<file path="config.mk">
export PLATFORM = sky130hd
export DESIGN_NAME = bsg_cgol_ctrl_gen
export DESIGN_NICKNAME = d
export VERILOG_FILES = /design/src/rtl/bsg_cgol_ctrl_gen.sv
export SDC_FILE = /design/constraint.sdc
export NUM_CORES = 1
export LEC_CHECK = 0
export ABC_CLOCK_PERIOD_IN_PS = 2510
export CAP_MARGIN = 10
export CELL_PAD_IN_SITES_DETAIL_PLACEMENT = 0
export CELL_PAD_IN_SITES_GLOBAL_PLACEMENT = 1
export CORE_MARGIN = 3
export CORE_UTILIZATION = 39
export CTS_CLUSTER_SIZE = 28
export DETAILED_ROUTE_END_ITERATION = 8
export GPL_TIMING_DRIVEN = 0
export PLACE_DENSITY = 0.84
export SLEW_MARGIN = 30
export SYNTH_ARGS = -nofsm -noshare
export SYNTH_HDL_FRONTEND = slang
export SYNTH_SLANG_ARGS = --single-unit
</file>
<file path="constraint.sdc">
create_clock -name clk_i -period 2.51 [get_ports clk_i]
set_input_delay 0.3765 -clock clk_i [delete_from_list [all_inputs] [get_ports clk_i]]
set_output_delay 0.3765 -clock clk_i [all_outputs]
set_load 0.01 [all_outputs]
</file>
<file path="src/rtl/bsg_cgol_ctrl_gen.sv">
// bsg_cgol_ctrl_gen
//   Next-generation controller for the Game-of-Life cell array. Accepts a job
//   (frames, snapshot interval) on a valid/ready channel, loads the board,
//   steps it frames_i generations, optionally presents intermediate snapshots,
//   and presents the final board on a yumi-style output channel.
//
//   Optional build macro: BSG_CGOL_CTRL_EARLY_EXIT_EN
//     defined   -> stable_i ends a job early and early_o can assert
//     undefined -> stable_i ignored, every job runs the full frames_i
//
// Ports:
//   clk_i, reset_i         clock, synchronous active-high reset
//   en_i                   global enable; 0 freezes state and blocks handshakes
//   frames_i               generations to run for the job
//   snap_interval_i        generations between snapshots (0 = none)
//   v_i / ready_o          job handshake
//   stable_i               array reports board unchanged since last generation
//   yumi_i / v_o           output handshake (consumer takes board)
//   last_o                 1 = final result, 0 = intermediate snapshot
//   early_o                final result caused by stable_i
//   gen_o                  generations completed in the current job
//   update_o               array loads the input board this cycle
//   en_o                   array register enable (load or step)

module bsg_cgol_ctrl_gen #(
    parameter  int max_game_length_p = 1024,
    localparam int game_len_width_lp =
        ((max_game_length_p + 1) > 1) ? $clog2(max_game_length_p + 1) : 1
) (
    input  logic                         clk_i,
    input  logic                         reset_i,
    input  logic                         en_i,
    input  logic [game_len_width_lp-1:0] frames_i,
    input  logic [game_len_width_lp-1:0] snap_interval_i,
    input  logic                         v_i,
    output logic                         ready_o,
    input  logic                         stable_i,
    input  logic                         yumi_i,
    output logic                         v_o,
    output logic                         last_o,
    output logic                         early_o,
    output logic [game_len_width_lp-1:0] gen_o,
    output logic                         update_o,
    output logic                         en_o
);

    typedef enum logic [1:0] {
        S_IDLE = 2'd0,
        S_RUN  = 2'd1,
        S_SNAP = 2'd2,
        S_DONE = 2'd3
    } state_e;

    state_e                       state_q,    state_d;
    logic [game_len_width_lp-1:0] gen_q,      gen_d;
    logic [game_len_width_lp-1:0] snap_q,     snap_d;
    logic [game_len_width_lp-1:0] target_q,   target_d;
    logic [game_len_width_lp-1:0] interval_q, interval_d;
    logic                         early_q,    early_d;

    logic                         halt;
    logic [game_len_width_lp-1:0] gen_inc;
    logic [game_len_width_lp-1:0] snap_inc;

`ifdef BSG_CGOL_CTRL_EARLY_EXIT_EN
    assign halt = stable_i;
`else
    logic unused_stable;
    assign unused_stable = stable_i;
    assign halt          = 1'b0;
`endif

    assign gen_inc  = gen_q  + game_len_width_lp'(1);
    assign snap_inc = snap_q + game_len_width_lp'(1);

    always_comb begin
        state_d    = state_q;
        gen_d      = gen_q;
        snap_d     = snap_q;
        target_d   = target_q;
        interval_d = interval_q;
        early_d    = early_q;
        ready_o    = 1'b0;
        v_o        = 1'b0;
        update_o   = 1'b0;
        en_o       = 1'b0;

        unique case (state_q)
            S_IDLE: begin
                ready_o = en_i;
                if (en_i && v_i) begin
                    update_o   = 1'b1;
                    en_o       = 1'b1;
                    target_d   = frames_i;
                    interval_d = snap_interval_i;
                    gen_d      = '0;
                    snap_d     = '0;
                    early_d    = 1'b0;
                    // A zero-length job hands the loaded board straight back.
                    state_d    = (frames_i == '0) ? S_DONE : S_RUN;
                end
            end
            S_RUN: begin
                en_o = en_i & ~halt;
                if (en_i) begin
                    if (halt) begin
                        state_d = S_DONE;
                        early_d = 1'b1;
                    end else begin
                        gen_d  = gen_inc;
                        snap_d = snap_inc;
                        // Final generation wins over a coincident snapshot.
                        if (gen_inc == target_q) begin
                            state_d = S_DONE;
                        end else if (interval_q != '0 && snap_inc == interval_q) begin
                            state_d = S_SNAP;
                            snap_d  = '0;
                        end
                    end
                end
            end
            S_SNAP: begin
                v_o = en_i;
                if (en_i && yumi_i) state_d = S_RUN;
            end
            S_DONE: begin
                v_o = en_i;
                if (en_i && yumi_i) state_d = S_IDLE;
            end
            default: state_d = S_IDLE;
        endcase
    end

    assign last_o  = (state_q == S_DONE);
    assign early_o = (state_q == S_DONE) & early_q;
    assign gen_o   = gen_q;

    always_ff @(posedge clk_i) begin
        if (reset_i) begin
            state_q    <= S_IDLE;
            gen_q      <= '0;
            snap_q     <= '0;
            target_q   <= '0;
            interval_q <= '0;
            early_q    <= 1'b0;
        end else begin
            state_q    <= state_d;
            gen_q      <= gen_d;
            snap_q     <= snap_d;
            target_q   <= target_d;
            interval_q <= interval_d;
            early_q    <= early_d;
        end
    end

    // Jobs longer than the configured maximum are illegal.
    always_ff @(posedge clk_i) begin
        if (!reset_i && en_i && v_i && state_q == S_IDLE)
            assert (32'(frames_i) <= max_game_length_p);
    end

endmodule

</file>
Word level (Yosys, flattened, before mapping)
Index checks and enable logic that the tools add are counted.

$add $sub $neg: 2. Equality and inequality tests: 10. Mux-type cells: 20. Reductions and logical operators: 11.

Operator list (count): 11-bit 2-to-1 mux (5); 11-bit case mux with 2 select lines (2); 11-bit by 1-bit adder with 11-bit output (second input constant) (2); 11-bit equality test (2); 2-bit 2-to-1 mux (7); 11-bit zero test (1); 11-bit nonzero test (1); 2-bit case mux with 4 select lines (1); 2-bit inequality test (second input constant) (3); 5-bit AND reduction (1); 2-bit equality test (second input constant) (2); 1-bit 2-to-1 mux (4); 1-bit logical AND (3); 3-bit inequality test (second input constant) (1); 3-bit AND reduction (1); 2-bit by 1-bit equality test with 1-bit output (second input constant) (1); 2-bit zero test (1); 2-bit by 1-bit inequality test with 1-bit output (second input constant) (1); 1-bit case mux with 2 select lines (1); 2-bit AND reduction (1); 2-bit nonzero test (1); 2-bit OR reduction (1).

Register bits after elaboration: 46. Bits of input ports: 28. Output and inout port bits: 17. Word-level logic and storage cells: 48.

Logic depth before layout (Yosys ltp)
Gate-level depths: netlist of run 1.

Depth after elaboration: 7. Gate-level depth with buffers: 9. Mapped depth without buffers: 9.

Worst setup path after synthesis of run 1
No wires, ideal clock.

Path type: register -> register. From: register gen_q[1], in the netlist gen_o[1]. To: register snap_q[3]. Library setup time: 0.103 ns. Data arrival time: 2.281 ns. Data required time: 2.407 ns. Slack: 0.125 ns. Cell stages (with the launch flop): 9. Path buffers: 0. Clock period less this slack: 2.385 ns. Cells stage by stage: dfxtp_1 -> ha_1 -> and3_1 -> nand3_1 -> xnor2_1 -> or4_4 -> nor2_8 -> nor2_4 -> a2111oi_2.

Word-level cells in the longest chain between the ends: 5.

Ends and longest elaborated chain: start, declared (line 55) `logic [game_len_width_lp-1:0] gen_q, gen_d;`; start signal, assigned (line 148) `gen_q <= gen_d;`; 11-bit by 1-bit adder with 11-bit output (line 73) `assign gen_inc = gen_q + game_len_width_lp'(1);`; 11-bit equality test (line 113) `if (gen_inc == target_q) begin`; 11-bit 2-to-1 mux (line 113); 11-bit 2-to-1 mux (line 105) `if (en_i) begin`; 11-bit case mux with 2 select lines (line 88) `unique case (state_q)`; end signal, assigned (line 149) `snap_q <= snap_d;`; end, declared (line 56) `logic [game_len_width_lp-1:0] snap_q, snap_d;`.

Every way passes these cells. The select of a mux whose other input is x is not followed. A chain may end at the register's enable or synchronous reset.

Worst setup path in the final report of run 1
From: register snap_q[1]. To: register snap_q[7].

Word-level cells in the longest chain between the ends: 7.

Ends and longest elaborated chain: 11-bit by 1-bit adder with 11-bit output * (line 74) `assign snap_inc = snap_q + game_len_width_lp'(1);`; 11-bit equality test (line 115) `end else if (interval_q != '0 && snap_inc == interval_q) begin`; 1-bit logical AND (line 115); 11-bit 2-to-1 mux (line 115); 11-bit 2-to-1 mux * (line 113); 11-bit 2-to-1 mux * (line 105); 11-bit case mux with 2 select lines * (line 88).

Every way passes the cells marked *; elsewhere a longest branch is shown, timed or not. The select of a mux whose other input is x is not followed.

==> impl_metrics.csv, run 1 <==
group,metric,value,unit
placement,io_buffers,41,
timing,finalCritPeriodShare,0.969,
timing,skew,0.00591,ns
floorplanning,start_util,0.413,
logic_synthesis,yosysUniqueCellTypes,62,
logic_synthesis,synth_area_leaders,"dfxtp_1, nand2_1, a21oi_1, xnor2_1, nand3_1",
logic_synthesis,synth_top_area_cell,"dfxtp_1",
critical_path,start_kind,"flop",
global_routing,grt_overflow_total,0,
critical_path,critPathMaxFanout,8,
global_routing,antenna_found_initial,0,
logic_synthesis,synth-seq-area-share,0.321,
placement,dp.cells,512,
logic_synthesis,synth_fa_ha_area_frac,0.00873,
routing,postRouteAntennaNets,0,
timing,fmax,411,MHz
logic_synthesis,synth_compound_gate_area_share,0.241,
placement,dp_hpwl,5940,um
timing,post-route-min-period,2.43,ns
floorplanning,die-area,0.00842,mm2
logic_synthesis,synth_common_cells,"nand2_1, dfxtp_1, a21oi_1",
timing,finalHoldViolations,0,
logic_synthesis,synthMuxAreaShare,0.00349,
critical_path,path_cells,"ha_4, and4_2, nand2_1, xnor2_1, a2111oi_4, nand3_4, o21ai_4, o211ai_1",
clock_network,clock_sinks,46,
final_layout,area_growth,29.8,%
global_routing,grt_pass1_vias,2663,
logic_synthesis,synthCells,375,
final_layout,multiInputGateArea,0.00190,mm2
logic_synthesis,synth_simple_gate_area_frac,0.311,
timing,finalWorstSetupSlack,0.0777,ns
clock_network,cts-root-buf,"clkbuf_8",
logic_synthesis,ys_async_sr_fraction,0,
logic_synthesis,synth_top_family_by_area,"simple AND/OR/NAND/NOR gates",
logic_synthesis,ys_ff_latch,46,
logic_synthesis,synth_xor_area_frac,0.0672,
timing,hold_slack,0.469,ns
critical_path,required,2.70,ns
final_layout,fin_cells,532,
run_status,status,"complete, no violations",
logic_synthesis,synth_top_flop_cell,"dfxtp_1",
critical_path,arrival,2.62,ns
power,vdd_ir_drop_max,0.248,mV
routing,wire_per_inst,15.5,um
global_routing,grt_pass1_wl,13200,um
timing,relSlewSlack,0.576,
global_routing,track_usage,0.192,
routing,first_pass_iters,5,
clock_network,clk_pin_slew,0.09,ns
clock_network,htree_levels,2,
final_layout,register_area,932,um2
final_layout,n_antenna_cell,0,
logic_synthesis,yosysWarnings,0,
floorplanning,row_count,30,
placement,place_congestion,0.838,
logic_synthesis,synth_edf_count,0,
routing,via_count,2968,
floorplanning,die_w,91.8,um
floorplanning,ios,45,
clock_network,cts_buffers,5,
critical_path,cpPeakStageDelay,0.44,ns
power,power.density,460,mW/mm2
logic_synthesis,syn-num-nets,405,
min_path,min_path_type,"reg -> reg",
routing,drt-vias-per-instance,5.58,
power,p_leak,0.00123,uW
timing,tightest_slew,0.636,ns
floorplanning,die_h,91.8,um
critical_path,endpoint_kind,"flop",
placement,pre_cts_ws,-0.574,ns
timing,slew_viol_final,0,
routing,drc,0,
logic_synthesis,syn_area,0.00287,mm2
logic_synthesis,synth.top_cell.area_share,0.321,
clock_network,cts.path.max_buffers,2,
final_layout,drive_gt1_frac,0.154,
routing,drt-initial-drc-count,259,
job,drv_cap,0,
floorplanning,core_area,0.00694,mm2
final_layout,nets,465,
critical_path,path_class,"reg -> reg",
final_layout,num-fill-cells,687,
clock_network,insertion_delay,0.31,ns
global_routing,grt_max_degree,15,
routing,routed_wirelength,8230,um
logic_synthesis,avgSynthCellArea,7.65,um2
clock_network,cts_tree,"built",
timing,final-setup-viol-count,0,
critical_path,worst_path_max_delay_cell,"dfxtp_1",
logic_synthesis,yosysMostFrequentCell,"nand2_1",
## path summary, 6_finish.rpt
| check | startpoint | to | slack, ns | cells past startpoint |
|---|---|---|---|---|
| setup / recovery | snap_q[1] | snap_q[7] | 0.08 | 8 |
| hold / removal | target_q[1] | target_q[1] | 0.47 | 2 |
| setup reg to reg | snap_q[1] | snap_q[7] | 0.08 | 8 |
| hold reg to reg | target_q[1] | target_q[1] | 0.47 | 2 |
## critical path: cells and delay by family, from the launching register on
kind / cells / cell delay (ns)
adders and majority gates: 1 / 0.20
and+or+nand+nor: 3 / 0.63
AOI/OAI and AO/OA: 3 / 0.83
xor gates and xnor gates: 1 / 0.21
DFF: 1 / 0.44
## registers in the layout, summed over array words and instances, names as in the netlist
name        flops
snap_q         11
interval_q     11
gen_o          11
state_q         2
target_q       11
## kinds of logic after synthesis
family	after synthesis
flops	46
xor+xnor	22
fa+ha+maj	2
simple gates	175
compound gates	98
other cells	1
buf+inv	30
mux	1
## layer usage
layer  global-route usage  part of all wire  vias to the layer above
met1                0.283              0.50                     1401
li1                     -                 -                     1483
met5                    0                 0                        -
met2                0.290              0.44                       77
met3               0.0304             0.048                        7
met4               0.0507             0.010                        0
## layout by cell type (no fill, tap or decap), drive strengths merged, types with 3 or more instances in the layout
| cell | Yosys | final |
|---|---|---|
| and3 | 4 | 4 |
| a31oi | 8 | 8 |
| dfxtp | 46 | 46 |
| nor2b | 3 | 3 |
| nand2b | 4 | 4 |
| nor3 | 13 | 13 |
| or3 | 4 | 4 |
| xnor2 | 15 | 15 |
| buf | 10 | 22 |
| nor3b | 3 | 3 |
| nor2 | 24 | 24 |
| xor2 | 7 | 7 |
| nor4 | 8 | 8 |
| nand4 | 5 | 5 |
| a2111oi | 6 | 6 |
| nand3 | 21 | 21 |
| inv | 7 | 7 |
| and2 | 8 | 8 |
| a21oi | 34 | 34 |
| clkbuf | 13 | 19 |
| nand2 | 68 | 68 |
| clkdlybuf4s50 | 0 | 40 |
| o21ai | 19 | 19 |
| o211ai | 5 | 5 |
| o2111ai | 4 | 4 |
## stage by stage
step,instance area (um2),utilization,power [uW],setup TNS [ns]
2_1_floorplan,2870,-,983,0
3_3_place_gp,3400,0.489,1100,-2.85
3_5_place_dp,3400,0.489,1100,-2.94
4_1_cts,3630,0.523,1700,0
5_1_grt,3720,0.536,1780,-0.0341
6_report,3720,0.536,1710,0
## area by class of cell
class	count	area share
inverter	7	0.00841
tap	96	0.0323
buffer	23	0.0299
sequential	46	0.251
multi-input combinational	299	0.512
timing repair buffer	53	0.138
clock inverter	2	0.0101
clock buffer	6	0.0195
## report_power, final
group	switching, uW	leakage, uW	internal (uW)	total [uW]
Combinational	186	0.000806	165	351
Sequential	37.2	0.000376	755	792
Clock	270	0.0000514	297	567
Total	493	0.00123	1220	1710
## repair_timing
| item | CTS | global route |
|---|---|---|
| hold buffers | 0 | 0 |
| setup endpoints to repair | 15 | 14 |
| resized for setup | 18 | 15 |
| buffers inserted | 7 | 5 |
| pin swaps | 5 | 7 |
Power figures use the tool's default switching activity.
==> run 2: changes to the inputs <==
PLACE_DENSITY = 0.89   (was 0.84)
RECOVER_POWER = 50   (was default)
==> run 2 against run 1 <==
Against the previous run:
- clock skew up 0.0087 ns
- critical endpoint is now snap_q[9]
- critical path depth rose by 1
- largest cell class unchanged
- non-clock buffer count fell by 4
- worst setup slack improved by 0.0082 ns
- first-iteration DRC count shrank 38%
- maximum frequency up 0.34%
- sequential share of layout area increased by 0.45 points
- sequential power hardly changed
==> impl_metrics.csv, run 2 (synthesized netlist as in run 1, its figures left out) <==
group,metric,value,unit
placement,dp_hpwl,5810,um
run_status,status,"complete, no violations",
critical_path,endpoint_kind,"flop",
clock_network,cts.path.max_buffers,2,
final_layout,post-route-util,0.529,
floorplanning,ios,45,
final_layout,drive_gt1_frac,0.150,
timing,fmax,413,MHz
global_routing,grt_pass1_vias,2648,
critical_path,worst_path_max_delay_cell,"a2111oi_4",
clock_network,cts_tree,"built",
critical_path,cpLargestDelayFamily,"compound AO/OA/AOI/OAI gates",
timing,finalWorstSetupSlack,0.0859,ns
clock_network,cts_buffers,5,
critical_path,start_kind,"flop",
routing,drt-initial-drc-count,161,
global_routing,track_usage,0.190,
clock_network,holdBufCountCts,0,
final_layout,num-fill-cells,694,
critical_path,rrSetupSlack,0.09,ns
timing,skew,0.0146,ns
final_layout,layout_common_cells,"nand2_1, dfxtp_1, clkdlybuf4s50_1",
min_path,holdPathStages,2,
critical_path,r2r_cells,9,
placement,pre_cts_ws,-0.551,ns
routing,drt-vias-per-instance,5.54,
final_layout,final_common_cell,"nand2_1",
timing,relSlewSlack,0.587,
final_layout,nets,461,
clock_network,clock_sinks,46,
timing,finalCritPeriodShare,0.966,
clock_network,insertion_delay,0.31,ns
critical_path,path_cells,"ha_2, and4_1, a21oi_1, a41o_1, a2111oi_4, buf_4, a31oi_1, a211oi_1, o31ai_1",
power,vdd_ir_drop_max,0.257,mV
timing,finalHoldViolations,0,
clock_network,clk_pin_slew,0.10,ns
timing,tightest_slew,0.620,ns
routing,first_pass_iters,5,
critical_path,crit_buf_inv,1,
clock_network,htree_levels,2,
job,drv_cap,0,
critical_path,r2r_start,"snap_q[0]",
timing,final-setup-viol-count,0,
critical_path,required,2.71,ns
floorplanning,die_w,91.8,um
floorplanning,row_count,30,
placement,io_buffers,41,
power,p_leak,0.00123,uW
global_routing,grt_max_degree,16,
critical_path,path_class,"reg -> reg",
timing,hold_slack,0.478,ns
global_routing,antenna_found_initial,0,
critical_path,timing.rr.end,"snap_q[9]",
timing,post-route-min-period,2.42,ns
floorplanning,die_h,91.8,um
routing,via_count,2927,
final_layout,area_growth,28.1,%
floorplanning,die-area,0.00842,mm2
floorplanning,start_util,0.413,
clock_network,cts-root-buf,"clkbuf_8",
critical_path,critPathMaxFanout,7,
min_path,hold_path_startpoint,"target_q[1]",
critical_path,arrival,2.62,ns
routing,drc,0,
timing,slew_viol_final,0,
global_routing,grt_pass1_wl,13100,um
final_layout,n_antenna_cell,0,
critical_path,cpPeakStageDelay,0.41,ns
floorplanning,core_area,0.00694,mm2
min_path,whs_endpoint,"target_q[1]",
routing,wire_per_inst,15.1,um
power,power.density,447,mW/mm2
min_path,min_path_type,"reg -> reg",
routing,routed_wirelength,8000,um
routing,postRouteAntennaNets,0,
placement,place_congestion,0.861,
global_routing,grt_overflow_total,0,
run 2: changes by cell type in the layout (fill, tap and decap cells not counted), moves of 2 or more:
cell,delta
dfxtp_1,-2
clkdlybuf4s50_1,-5
dlygate4sd3_1,+5
buf_4,-3
run 2: layout make-up:
class                      instances  area, um2  area share
buffer                            23        114      0.0310
clock buffer                       6       82.6      0.0225
clock inverter                     2       16.3     0.00443
inverter                           7       31.3     0.00851
multi-input combinational        299       1900       0.518
sequential                        46        937       0.255
tap                               96        120      0.0327
timing repair buffer              49        469       0.128
run 2: tightest hold or removal path: cells and delay by family, from the launching register on:
kind | cells | cell delay, ns
DFF | 1 | 0.33
AOI/OAI and AO/OA | 1 | 0.06
and+or+nand+nor | 1 | 0.05
run 2: what timing repair did:
item	in CTS	in global routing
pin swaps	3	9
resized for setup	20	17
endpoints found under the setup margin	15	14
setup buffers	4	4
run 2: where the power goes:
| group | total [uW] | switching (uW) | internal [uW] |
|---|---|---|---|
| clock network | 508 | 281 | 227 |
| logic | 343 | 184 | 159 |
| registers | 790 | 36.3 | 754 |
| total | 1640 | 500 | 1140 |
run 2: per-stage QoR:
stage / std cells / instance area, um2 / total power (uW) / TNS (ns)
after floorplan: 375 / 2870 / 983 / 0
after global placement: 512 / 3400 / 1100 / -2.92
after detailed placement: 512 / 3400 / 1100 / -2.69
after CTS: 524 / 3600 / 1630 / 0
after global routing: 528 / 3670 / 1710 / -0.0305
final: 528 / 3670 / 1640 / 0
run 2: how the worst max path moves through the flow:
stage | end | from | cells after the start
floorplan | snap_q[3] | gen_o[1] | 8
global placement | update_o | en_i | 6
detailed placement | update_o | en_i | 6
CTS | snap_q[6] | gen_o[0] | 8
global route | snap_q[9] | snap_q[1] | 9
finish | snap_q[9] | snap_q[0] | 9
run 2: routing by layer:
metal | GRT usage | part of all wire | up-vias | wire length, um
met5 | 0 | 0 | - | 0
met4 | 0.0483 | 0.012 | 0 | 99
li1 | - | - | 1465 | -
met2 | 0.291 | 0.44 | 97 | 3510
met3 | 0.0304 | 0.057 | 7 | 457
met1 | 0.278 | 0.49 | 1358 | 3930
==> run 3: changes to the inputs <==
CELL_PAD_IN_SITES_DETAIL_PLACEMENT = default   (was 0)
CELL_PAD_IN_SITES_GLOBAL_PLACEMENT = default   (was 1)
CORE_UTILIZATION = 45   (was 39)
PLACE_DENSITY = 0.79   (was 0.89)
SLEW_MARGIN = 20   (was 30)
==> run 3 against run 2 <==
Against the previous run:
- total power up 4.2%
- critical path depth unchanged
- cell count down 4.2%
- die area down 12%
- count of clock-buffer cells in the layout unchanged
- hold slack worse by 0.0062 ns
- design area up 0.24%
- critical endpoint unchanged
==> impl_metrics.csv, run 3 (synthesized netlist as in run 1, its figures left out) <==
group,metric,value,unit
critical_path,path_cells,"ha_4, and4_2, a21oi_1, a41o_1, a2111oi_4, buf_4, a31oi_1, a211oi_1, o31ai_1",
timing,post-route-min-period,2.41,ns
timing,final-setup-viol-count,0,
clock_network,htree_levels,2,
routing,wire_per_inst,15.8,um
critical_path,start_kind,"flop",
routing,postRouteAntennaNets,0,
routing,drc,0,
final_layout,area_growth,28.4,%
global_routing,grt_max_degree,15,
floorplanning,row_count,28,
critical_path,path_class,"reg -> reg",
critical_path,required,2.70,ns
job,drv_cap,0,
timing,slew_viol_final,0,
placement,io_buffers,41,
critical_path,cpPeakStageDelay,0.44,ns
routing,drt-vias-per-instance,5.96,
timing,finalCritPeriodShare,0.960,
timing,tightest_slew,0.648,ns
global_routing,antenna_found_initial,0,
clock_network,cts-root-buf,"clkbuf_8",
floorplanning,die_h,85.8,um
final_layout,nets,460,
final_layout,final_common_cell,"nand2_1",
timing,skew,0.0110,ns
power,p_leak,0.00125,uW
final_layout,layout_common_cells,"nand2_1, dfxtp_1, a21oi_1",
routing,routed_wirelength,8020,um
run_status,status,"complete, no violations",
clock_network,clock_sinks,46,
global_routing,grt_pass1_wl,13300,um
global_routing,grt_pass1_vias,2800,
timing,fmax,415,MHz
power,vdd_ir_drop_max,0.277,mV
placement,place_congestion,0.951,
floorplanning,ios,45,
global_routing,track_usage,0.225,
timing,final.setup.tns,0,ns
floorplanning,start_util,0.473,
floorplanning,die_w,85.8,um
power,power.density,464,mW/mm2
global_routing,grt_overflow_total,0,
critical_path,endpoint_kind,"flop",
clock_network,cts.path.max_buffers,2,
critical_path,arrival,2.60,ns
final_layout,n_antenna_cell,0,
routing,via_count,3015,
final_layout,register_area,936,um2
clock_network,clk_pin_slew,0.10,ns
final_layout,num-fill-cells,549,
routing,drt-initial-drc-count,254,
clock_network,cts_buffers,5,
floorplanning,die-area,0.00737,mm2
timing,finalHoldViolations,0,
critical_path,critPathMaxFanout,7,
clock_network,insertion_delay,0.31,ns
power,power,1710,uW
clock_network,holdBufCountCts,0,
final_layout,drive_gt1_frac,0.151,
critical_path,worst_path_max_delay_cell,"a2111oi_4",
min_path,min_path_type,"reg -> reg",
timing,relSlewSlack,0.568,
clock_network,cts_tree,"built",
floorplanning,core_area,0.00606,mm2
placement,dp_hpwl,5710,um
final_layout,multiInputGateArea,0.00194,mm2
routing,first_pass_iters,5,
==> run 3: changes by cell type in the layout (fill, tap and decap cells not counted), sizes merged <==
cell	previous run	this run
buf	17	16
bufinv	0	1
inv	8	6
clkinvlp	1	2
dlygate4sd3	5	7
clkdlybuf4s50	35	33
==> run 3: cell type report <==
cell class / instances / share of cell area
tap: 75 / 0.0255
timing repair buffer: 48 / 0.125
sequential: 46 / 0.254
clock buffer: 6 / 0.0197
multi-input combinational: 299 / 0.527
clock inverter: 2 / 0.0102
buffer: 23 / 0.0309
inverter: 7 / 0.00747
==> run 3: path summary, 6_finish.rpt <==
kind | from | endpoint | slack, ns | cells past startpoint
setup reg to reg | snap_q[0] | snap_q[9] | 0.1 | 9
setup / recovery | snap_q[0] | snap_q[9] | 0.1 | 9
hold reg to reg | target_q[1] | target_q[1] | 0.47 | 2
hold / removal | target_q[1] | target_q[1] | 0.47 | 2
==> run 3: power by group <==
group / switching (uW) / total (uW) / internal [uW]
sequential: 36.6 / 791 / 755
combinational: 183 / 341 / 158
clock: 281 / 578 / 298
==> run 3: routing by layer <==
metal	up-vias	global-route usage	share of wire
met2	133	0.354	0.46
met1	1396	0.303	0.46
li1	1469	-	-
met3	17	0.0365	0.070
met4	0	0.0993	0.018
met5	-	0	0
==> run 3: stage by stage <==
stage          cells  worst slack [ns]  instance area [um2]  hold slack [ns]  utilization
3_5_place_dp     491            -0.575                 3370            0.462        0.556
4_1_cts          502        0.00000600                 3570            0.474        0.589
2_1_floorplan    375             0.125                 2870            0.448            -
3_3_place_gp     491            -0.557                 3370            0.462        0.556
6_report         506             0.100                 3680            0.472        0.608
5_1_grt          506           -0.0253                 3680            0.501        0.608
==> run 3: timing repair <==
action | CTS | global route
setup buffers | 3 | 4
cloned | 0 | 0
pin swaps | 2 | 5
setup endpoints to repair | 15 | 14
gates resized for setup | 18 | 22
==> run 3: worst max-delay path, delay by kind of cell (launching register included) <==
family                   cells  cell delay [ns]
flip-flops                   1             0.42
AO/OA/AOI/OAI                6             1.19
buffers and inverters        1             0.20
adder cells (fa/ha/maj)      1             0.19
AND/OR/NAND/NOR              1             0.30
